File: config.mk
export PLATFORM = sky130hd
export DESIGN_NAME = eth_frame_generator
export DESIGN_NICKNAME = d
export VERILOG_FILES = /design/src/rtl/eth_frame_generator.sv
export SDC_FILE = /design/constraint.sdc
export NUM_CORES = 1
export LEC_CHECK = 0
export ABC_AREA = 1
export CORE_MARGIN = 5
export CORE_UTILIZATION = 50
export DETAILED_ROUTE_END_ITERATION = 12
export GPL_ROUTABILITY_DRIVEN = 1
export GPL_TIMING_DRIVEN = 0
export MAX_ROUTING_LAYER = met4
export PLACE_DENSITY = 0.68
export SLEW_MARGIN = 20
export SYNTH_ARGS = -nofsm -noshare
export SYNTH_HDL_FRONTEND = slang
export SYNTH_SLANG_ARGS = --single-unit
File: constraint.sdc
create_clock -name clk -period 4.2 [get_ports clk]
set_clock_uncertainty 0.1 [all_clocks]
set_input_delay 0.63 -clock clk [delete_from_list [all_inputs] [get_ports clk]]
set_output_delay 0.63 -clock clk [all_outputs]
set_load 0.05 [all_outputs]
File: src/rtl/eth_frame_generator.sv
// Ethernet II frame builder for a 100 Mb/s RMII transmitter, one dibit per clk.
// Optional padding to the 46-byte minimum payload is enabled by `ETH_FRAME_GEN_PAD_EN.
module eth_frame_generator #(
    parameter logic [47:0] DEST_MAC  = 48'hFFFF_FFFF_FFFF,
    parameter logic [47:0] SRC_MAC   = 48'h02_00_00_00_00_01,
    parameter logic [15:0] ETHERTYPE = 16'h88B5,
    parameter int          MAX_LEN   = 1500
) (
    input  logic        clk,
    input  logic        rst,
    input  logic        start,
    input  logic [10:0] len,
    output logic        readclk,
    input  logic        inclk,
    input  logic [7:0]  in,
    output logic        txen,
    output logic [1:0]  txd,
    output logic        ready,
    output logic        done,
    output logic        err
);

    localparam logic [111:0] HDR        = {DEST_MAC, SRC_MAC, ETHERTYPE};
    localparam logic [31:0]  POLY       = 32'hEDB8_8320;
    localparam logic [10:0]  MAX_LEN_W  = 11'(MAX_LEN);
    localparam logic [10:0]  IPG_LAST   = 11'd47;

`ifdef ETH_FRAME_GEN_PAD_EN
    typedef enum logic [2:0] {
        IDLE, PREAMBLE, SFD, HEADER, PAYLOAD, PAD, FCS, IPG
    } state_t;
`else
    typedef enum logic [2:0] {
        IDLE, PREAMBLE, SFD, HEADER, PAYLOAD, FCS, IPG
    } state_t;
`endif

    state_t      state, state_n;
    logic [10:0] cnt, cnt_n;
    logic [1:0]  dib, dib_n;
    logic [7:0]  cur_byte, cur_byte_n;
    logic [10:0] len_q, len_q_n;
    logic [31:0] crc, crc_n;
    logic [7:0]  pf, pf_n;
    logic        pf_valid, pf_valid_n;
    logic        pending, pending_n;
    logic        txen_n, readclk_n, done_n, err_n, ready_n;
    logic [1:0]  txd_n;

    logic        load, fetch, after_pl;
    state_t      ld_state;
    logic [10:0] ld_cnt;
    logic [7:0]  ld_byte;
    logic [1:0]  nxt_dib;
    logic [31:0] fcs_word;

    assign fcs_word = ~crc;

    function automatic logic [7:0] hdr_byte(input logic [10:0] i);
        return HDR[8*(13 - int'(i)) +: 8];
    endfunction

    // Reflected CRC-32, bit 0 of the dibit enters first as it does on the wire
    function automatic logic [31:0] crc_dibit(input logic [31:0] c, input logic [1:0] d);
        logic [31:0] r;
        r = c;
        for (int i = 0; i < 2; i++) begin
            r = (r[0] ^ d[i]) ? ((r >> 1) ^ POLY) : (r >> 1);
        end
        return r;
    endfunction

    function automatic logic is_data(input state_t s);
`ifdef ETH_FRAME_GEN_PAD_EN
        return (s == HEADER) || (s == PAYLOAD) || (s == PAD);
`else
        return (s == HEADER) || (s == PAYLOAD);
`endif
    endfunction

    always_ff @(posedge clk) begin
        if (rst) begin
            state    <= IDLE;
            cnt      <= '0;
            dib      <= '0;
            cur_byte <= '0;
            len_q    <= '0;
            crc      <= '1;
            pf       <= '0;
            pf_valid <= 1'b0;
            pending  <= 1'b0;
            txen     <= 1'b0;
            txd      <= 2'b00;
            readclk  <= 1'b0;
            done     <= 1'b0;
            err      <= 1'b0;
            ready    <= 1'b1;
        end else begin
            state    <= state_n;
            cnt      <= cnt_n;
            dib      <= dib_n;
            cur_byte <= cur_byte_n;
            len_q    <= len_q_n;
            crc      <= crc_n;
            pf       <= pf_n;
            pf_valid <= pf_valid_n;
            pending  <= pending_n;
            txen     <= txen_n;
            txd      <= txd_n;
            readclk  <= readclk_n;
            done     <= done_n;
            err      <= err_n;
            ready    <= ready_n;
        end
    end

    // Every output register is loaded with the value for the coming cycle
    always_comb begin
        state_n    = state;
        cnt_n      = cnt;
        dib_n      = dib;
        cur_byte_n = cur_byte;
        len_q_n    = len_q;
        crc_n      = crc;
        pf_n       = pf;
        pf_valid_n = pf_valid;
        pending_n  = pending;
        txen_n     = 1'b0;
        txd_n      = 2'b00;
        readclk_n  = 1'b0;
        done_n     = 1'b0;
        err_n      = 1'b0;
        ready_n    = 1'b0;
        load       = 1'b0;
        fetch      = 1'b0;
        after_pl   = 1'b0;
        ld_state   = state;
        ld_cnt     = '0;
        ld_byte    = '0;
        nxt_dib    = dib + 2'd1;

        if (pending && inclk) begin
            pf_n       = in;
            pf_valid_n = 1'b1;
            pending_n  = 1'b0;
        end

        case (state)
            IDLE: begin
                ready_n = 1'b1;
                if (start) begin
                    state_n    = PREAMBLE;
                    cnt_n      = '0;
                    dib_n      = '0;
                    cur_byte_n = 8'h55;
                    len_q_n    = (len > MAX_LEN_W) ? MAX_LEN_W : len;
                    crc_n      = '1;
                    pf_valid_n = 1'b0;
                    pending_n  = 1'b0;
                    txen_n     = 1'b1;
                    txd_n      = 2'b01;
                    ready_n    = 1'b0;
                end
            end
            IPG: begin
                if (cnt == IPG_LAST) begin
                    state_n = IDLE;
                    cnt_n   = '0;
                    ready_n = 1'b1;
                end else begin
                    cnt_n = cnt + 11'd1;
                end
            end
            default: begin
                if (dib != 2'd3) begin
                    dib_n  = nxt_dib;
                    txen_n = 1'b1;
                    txd_n  = cur_byte[{nxt_dib, 1'b0} +: 2];
                    if (is_data(state)) crc_n = crc_dibit(crc, txd_n);
                end else begin
                    case (state)
                        PREAMBLE: begin
                            load = 1'b1;
                            if (cnt == 11'd6) begin
                                ld_state = SFD;
                                ld_byte  = 8'hD5;
                            end else begin
                                ld_state = PREAMBLE;
                                ld_cnt   = cnt + 11'd1;
                                ld_byte  = 8'h55;
                            end
                        end
                        SFD: begin
                            load     = 1'b1;
                            ld_state = HEADER;
                            ld_byte  = hdr_byte(11'd0);
                        end
                        HEADER: begin
                            if (cnt == 11'd13) begin
                                if (len_q == 11'd0) after_pl = 1'b1;
                                else                fetch    = 1'b1;
                            end else begin
                                load     = 1'b1;
                                ld_state = HEADER;
                                ld_cnt   = cnt + 11'd1;
                                ld_byte  = hdr_byte(ld_cnt);
                            end
                        end
                        PAYLOAD: begin
                            if (cnt == len_q - 11'd1) begin
                                after_pl = 1'b1;
                            end else begin
                                fetch  = 1'b1;
                                ld_cnt = cnt + 11'd1;
                            end
                        end
`ifdef ETH_FRAME_GEN_PAD_EN
                        PAD: begin
                            load = 1'b1;
                            if (cnt + len_q == 11'd45) begin
                                ld_state = FCS;
                                ld_byte  = fcs_word[7:0];
                            end else begin
                                ld_state = PAD;
                                ld_cnt   = cnt + 11'd1;
                            end
                        end
`endif
                        FCS: begin
                            if (cnt == 11'd3) begin
                                state_n = IPG;
                                cnt_n   = '0;
                                done_n  = 1'b1;
                            end else begin
                                load     = 1'b1;
                                ld_state = FCS;
                                ld_cnt   = cnt + 11'd1;
                                ld_byte  = fcs_word[{ld_cnt[1:0], 3'b000} +: 8];
                            end
                        end
                        default: ;
                    endcase
                end
            end
        endcase

        if (after_pl) begin
            load   = 1'b1;
            ld_cnt = '0;
`ifdef ETH_FRAME_GEN_PAD_EN
            if (len_q < 11'd46) begin
                ld_state = PAD;
                ld_byte  = 8'h00;
            end else begin
                ld_state = FCS;
                ld_byte  = fcs_word[7:0];
            end
`else
            ld_state = FCS;
            ld_byte  = fcs_word[7:0];
`endif
        end

        // A byte arriving on the very edge it is due bypasses the prefetch register
        if (fetch) begin
            if (pf_valid) begin
                load       = 1'b1;
                ld_state   = PAYLOAD;
                ld_byte    = pf;
                pf_valid_n = 1'b0;
            end else if (pending && inclk) begin
                load       = 1'b1;
                ld_state   = PAYLOAD;
                ld_byte    = in;
                pf_valid_n = 1'b0;
                pending_n  = 1'b0;
            end else begin
                state_n    = IPG;
                cnt_n      = '0;
                err_n      = 1'b1;
                pending_n  = 1'b0;
                pf_valid_n = 1'b0;
            end
        end

        if (load) begin
            state_n    = ld_state;
            cnt_n      = ld_cnt;
            dib_n      = '0;
            cur_byte_n = ld_byte;
            txen_n     = 1'b1;
            txd_n      = ld_byte[1:0];
            if (is_data(ld_state)) crc_n = crc_dibit(crc, ld_byte[1:0]);
            if ((ld_state == HEADER && ld_cnt == 11'd13 && len_q != 11'd0) ||
                (ld_state == PAYLOAD && (ld_cnt + 11'd1) < len_q)) begin
                readclk_n = 1'b1;
                pending_n = 1'b1;
            end
        end
    end

endmodule

==> results.py <==
metrics = {
    "synth": {
        "synth.avg_cell_area_sq_um": 6.50,
        "synth.net_count": 1034,
        "ys.flop_type": "dfxtp_1",
        "yosysSeqAreaShare": 0.260,
        "synth_area_sq_um": 6460,
        "yosysUniqueCellTypes": 54,
        "synth-seq-cells": 84,
        "synthArstFlopShare": 0,
        "syn_inst": 994,
        "synth_edf_count": 0,
        "ys_warn_count": 0,
    },
    "sta": {
        "worstMarginPinSlew_ps": 919,
        "fin_crit_sh": 0.924,
        "slew_headroom": 0.387,
        "rsz0062_at_grt": "no",
        "fin_ws_ps": 320,
        "max_clock_freq_mhz": 258,
        "drv_slew": 0,
        "setup_viol": 0,
        "period_needed_ps": 3880,
        "finalHoldViolCount": 0,
    },
    "routing": {
        "routed_via_density": 5.79,
        "dr_total_vias": 7006,
        "wl_mm": 20.9,
        "dr.pass1.iters": 5,
        "detail_route.iter0.violations": 699,
        "drc": 0,
        "drtAntennaViolNets": 0,
        "post_drt_wl_per_cell_microns": 17.3,
    },
    "placed_design": {
        "port_buffers": 29,
        "dp_cells": 1195,
        "dp_hpwl_mm": 15.9,
        "dpl_cell_area_sq_um": 6970,
        "dp_slack_ps": -526,
        "gp_congestion": 0.968,
    },
    "global_routing": {
        "grt_antenna_before_repair": 0,
        "grt_util_all_layers": 0.288,
        "gr-total-overflow": 0,
        "grt_pass1_wl_mm": 33.1,
        "grt_max_degree": 16,
        "grt_pass1_vias": 6392,
    },
    "min_path": {
        "holdCritPathClass": "reg2reg",
    },
    "power": {
        "p_per_area_nw_per_um2": 277,
        "leakagePower_nw": 3.19,
        "peakVddDrop_v": 0.000275,
    },
    "critical_path": {
        "path_delay_family": "simple AND/OR/NAND/NOR gates",
        "path_buf_inv": 5,
        "path_common_cell": "nand2_1",
        "crit_fanout": 10,
        "slowest_stage": "dfxtp_4",
        "cp_slowest_stage_delay_ps": 400,
        "endpoint_kind": "register",
        "start_kind": "register",
        "path_class": "reg2reg",
        "cp.arrival_ps": 4020,
        "required_ps": 4340,
    },
    "finish": {
        "num_antenna_cells": 0,
        "final_common_cell": "nand2_1",
        "final_area_sq_um": 7340,
        "layout-drive-gt1-share": 0.117,
        "fin_cells": 1210,
        "final_cell_mix": "175 x nand2_1, 111 x inv_1, 110 x o21ai_0, 103 x nor2_1, 82 x dfxtp_1",
        "area_growth_pct": 13.6,
        "fin_nets": 1073,
    },
    "floorplanning": {
        "rows": 41,
        "start_util": 0.510,
        "die-area_sq_um": 15300,
        "core_area_sq_um": 12700,
        "pin_count": 30,
        "die_h_microns": 124,
        "die_x_microns": 124,
    },
    "clock_network": {
        "cts-root-buf": "clkbuf_16",
        "clkTransAtPathRegs_ps": 70,
        "htreeDepth": 3,
        "numCtsBuffers": 9,
        "cts_tree": "yes",
        "clk_latency_ps": 360,
        "clock-sinks": 84,
        "cts_max_path_buffers": 2,
    },
    "flow_run": {
        "maxCapViolCount": 0,
    },
    "outcome": {
        "status": "finished clean",
    },
}
-- cells by family after synthesis --
kind of cell             after synthesis  share of synthesized area
AO/OA/AOI/OAI                        272                      0.258
AND/OR/NAND/NOR                      430                      0.302
XOR/XNOR                              29                     0.0437
buffers and inverters                162                      0.103
flip-flops                            84                      0.260
adder cells (fa/ha/maj)               17                     0.0329
-- worst reg2reg max path, cell delays in order (launching register included) --
cell	delay [ps]
dfxtp_4	400
inv_1	90
buf_2	180
buf_4	200
ha_1	200
nand3_1	110
nor2_1	80
nor2_1	110
nor3_1	60
nand2_1	160
nand2_4	140
inv_6	140
nand4_4	170
nor3b_2	270
nand2_1	100
xor2_1	160
ha_1	280
nand2_1	40
inv_1	90
nand3_1	100
a31oi_1	170
a31oi_1	60
nand4_1	150
nand2_1	70
nand2_1	70
nand2_1	50
-- final timing paths --
path,to,slack [ps],cells after the start,from
worst max-delay path,pending,320,25,cnt[0]
worst min-delay path,cur_byte[0],370,2,cur_byte[0]
worst max register to register,pending,320,25,cnt[0]
worst min register to register,cur_byte[0],370,2,cur_byte[0]
-- routing by layer --
layer,vias up,part of all wire,routed length [microns],GRT usage
li1,3451,-,-,-
met2,289,0.45,9460,0.438
met5,-,0,0,-
met3,63,0.068,1430,0.0418
met4,0,0.043,897,0.134
met1,3203,0.44,9130,0.378
-- registers in the layout (all words and copies together) (netlist names), 2 cells and up --
register	cells
cnt	11
cur_byte	8
len_q	11
pf	8
state	3
dib	2
crc	32
txd	2
-- cell type report --
type | count | area, sq um
tap | 172 | 215
clock inverter | 5 | 37.5
multi-input combinational | 748 | 4190
timing repair buffer | 30 | 298
fill | 1307 | 5330
inverter | 128 | 492
sequential | 84 | 1690
clock buffer | 11 | 243
buffer | 32 | 183
-- repair_timing --
action / in CTS / in global routing
resized for setup: 5 / 25
hold buffers: 0 / 0
hold endpoints to repair: 0 / 0
buffers inserted: 1 / 0
setup endpoints to repair: 31 / 21
pin swaps: 0 / 1
gates cloned: 0 / 0
-- where the power goes --
| part | internal (mW) | switching [mW] | total [mW] |
|---|---|---|---|
| registers | 0.819 | 0.0199 | 0.839 |
| clock network | 0.418 | 0.345 | 0.763 |
| logic | 0.137 | 0.291 | 0.428 |
-- through the flow --
step / utilization / hold WS (ps) / total power, mW / setup TNS, ps
after global routing: 0.579 / 384 / 2.12 / 0
after CTS: 0.573 / 369 / 2.03 / 0
final: 0.579 / 366 / 2.03 / 0
after floorplan: - / 332 / 1.15 / 0
after detailed placement: 0.550 / 360 / 1.27 / -10670
after global placement: 0.550 / 351 / 1.27 / -9560
-- Yosys cell counts, types with 6 or more instances --
cell | count | area (sq um)
inv_2 | 8 | 30.0
o211ai_2 | 6 | 75.1
nand4_1 | 16 | 100
nor3_1 | 15 | 75.1
o21ai_1 | 12 | 60.1
o21ai_2 | 12 | 105
o22ai_1 | 37 | 231
a21oi_1 | 42 | 210
nand3_1 | 69 | 345
a221oi_1 | 6 | 52.6
dfxtp_1 | 84 | 1680
nor2_1 | 106 | 398
ha_1 | 17 | 213
o21ai_0 | 110 | 551
nor2_2 | 8 | 50.1
nand2_2 | 18 | 113
xor2_1 | 24 | 210
clkinv_1 | 6 | 22.5
clkbuf_1 | 22 | 82.6
o211ai_1 | 11 | 82.6
nand2_1 | 176 | 661
inv_1 | 113 | 424
buf_2 | 6 | 30.0
(Power assumes the default switching activity.)
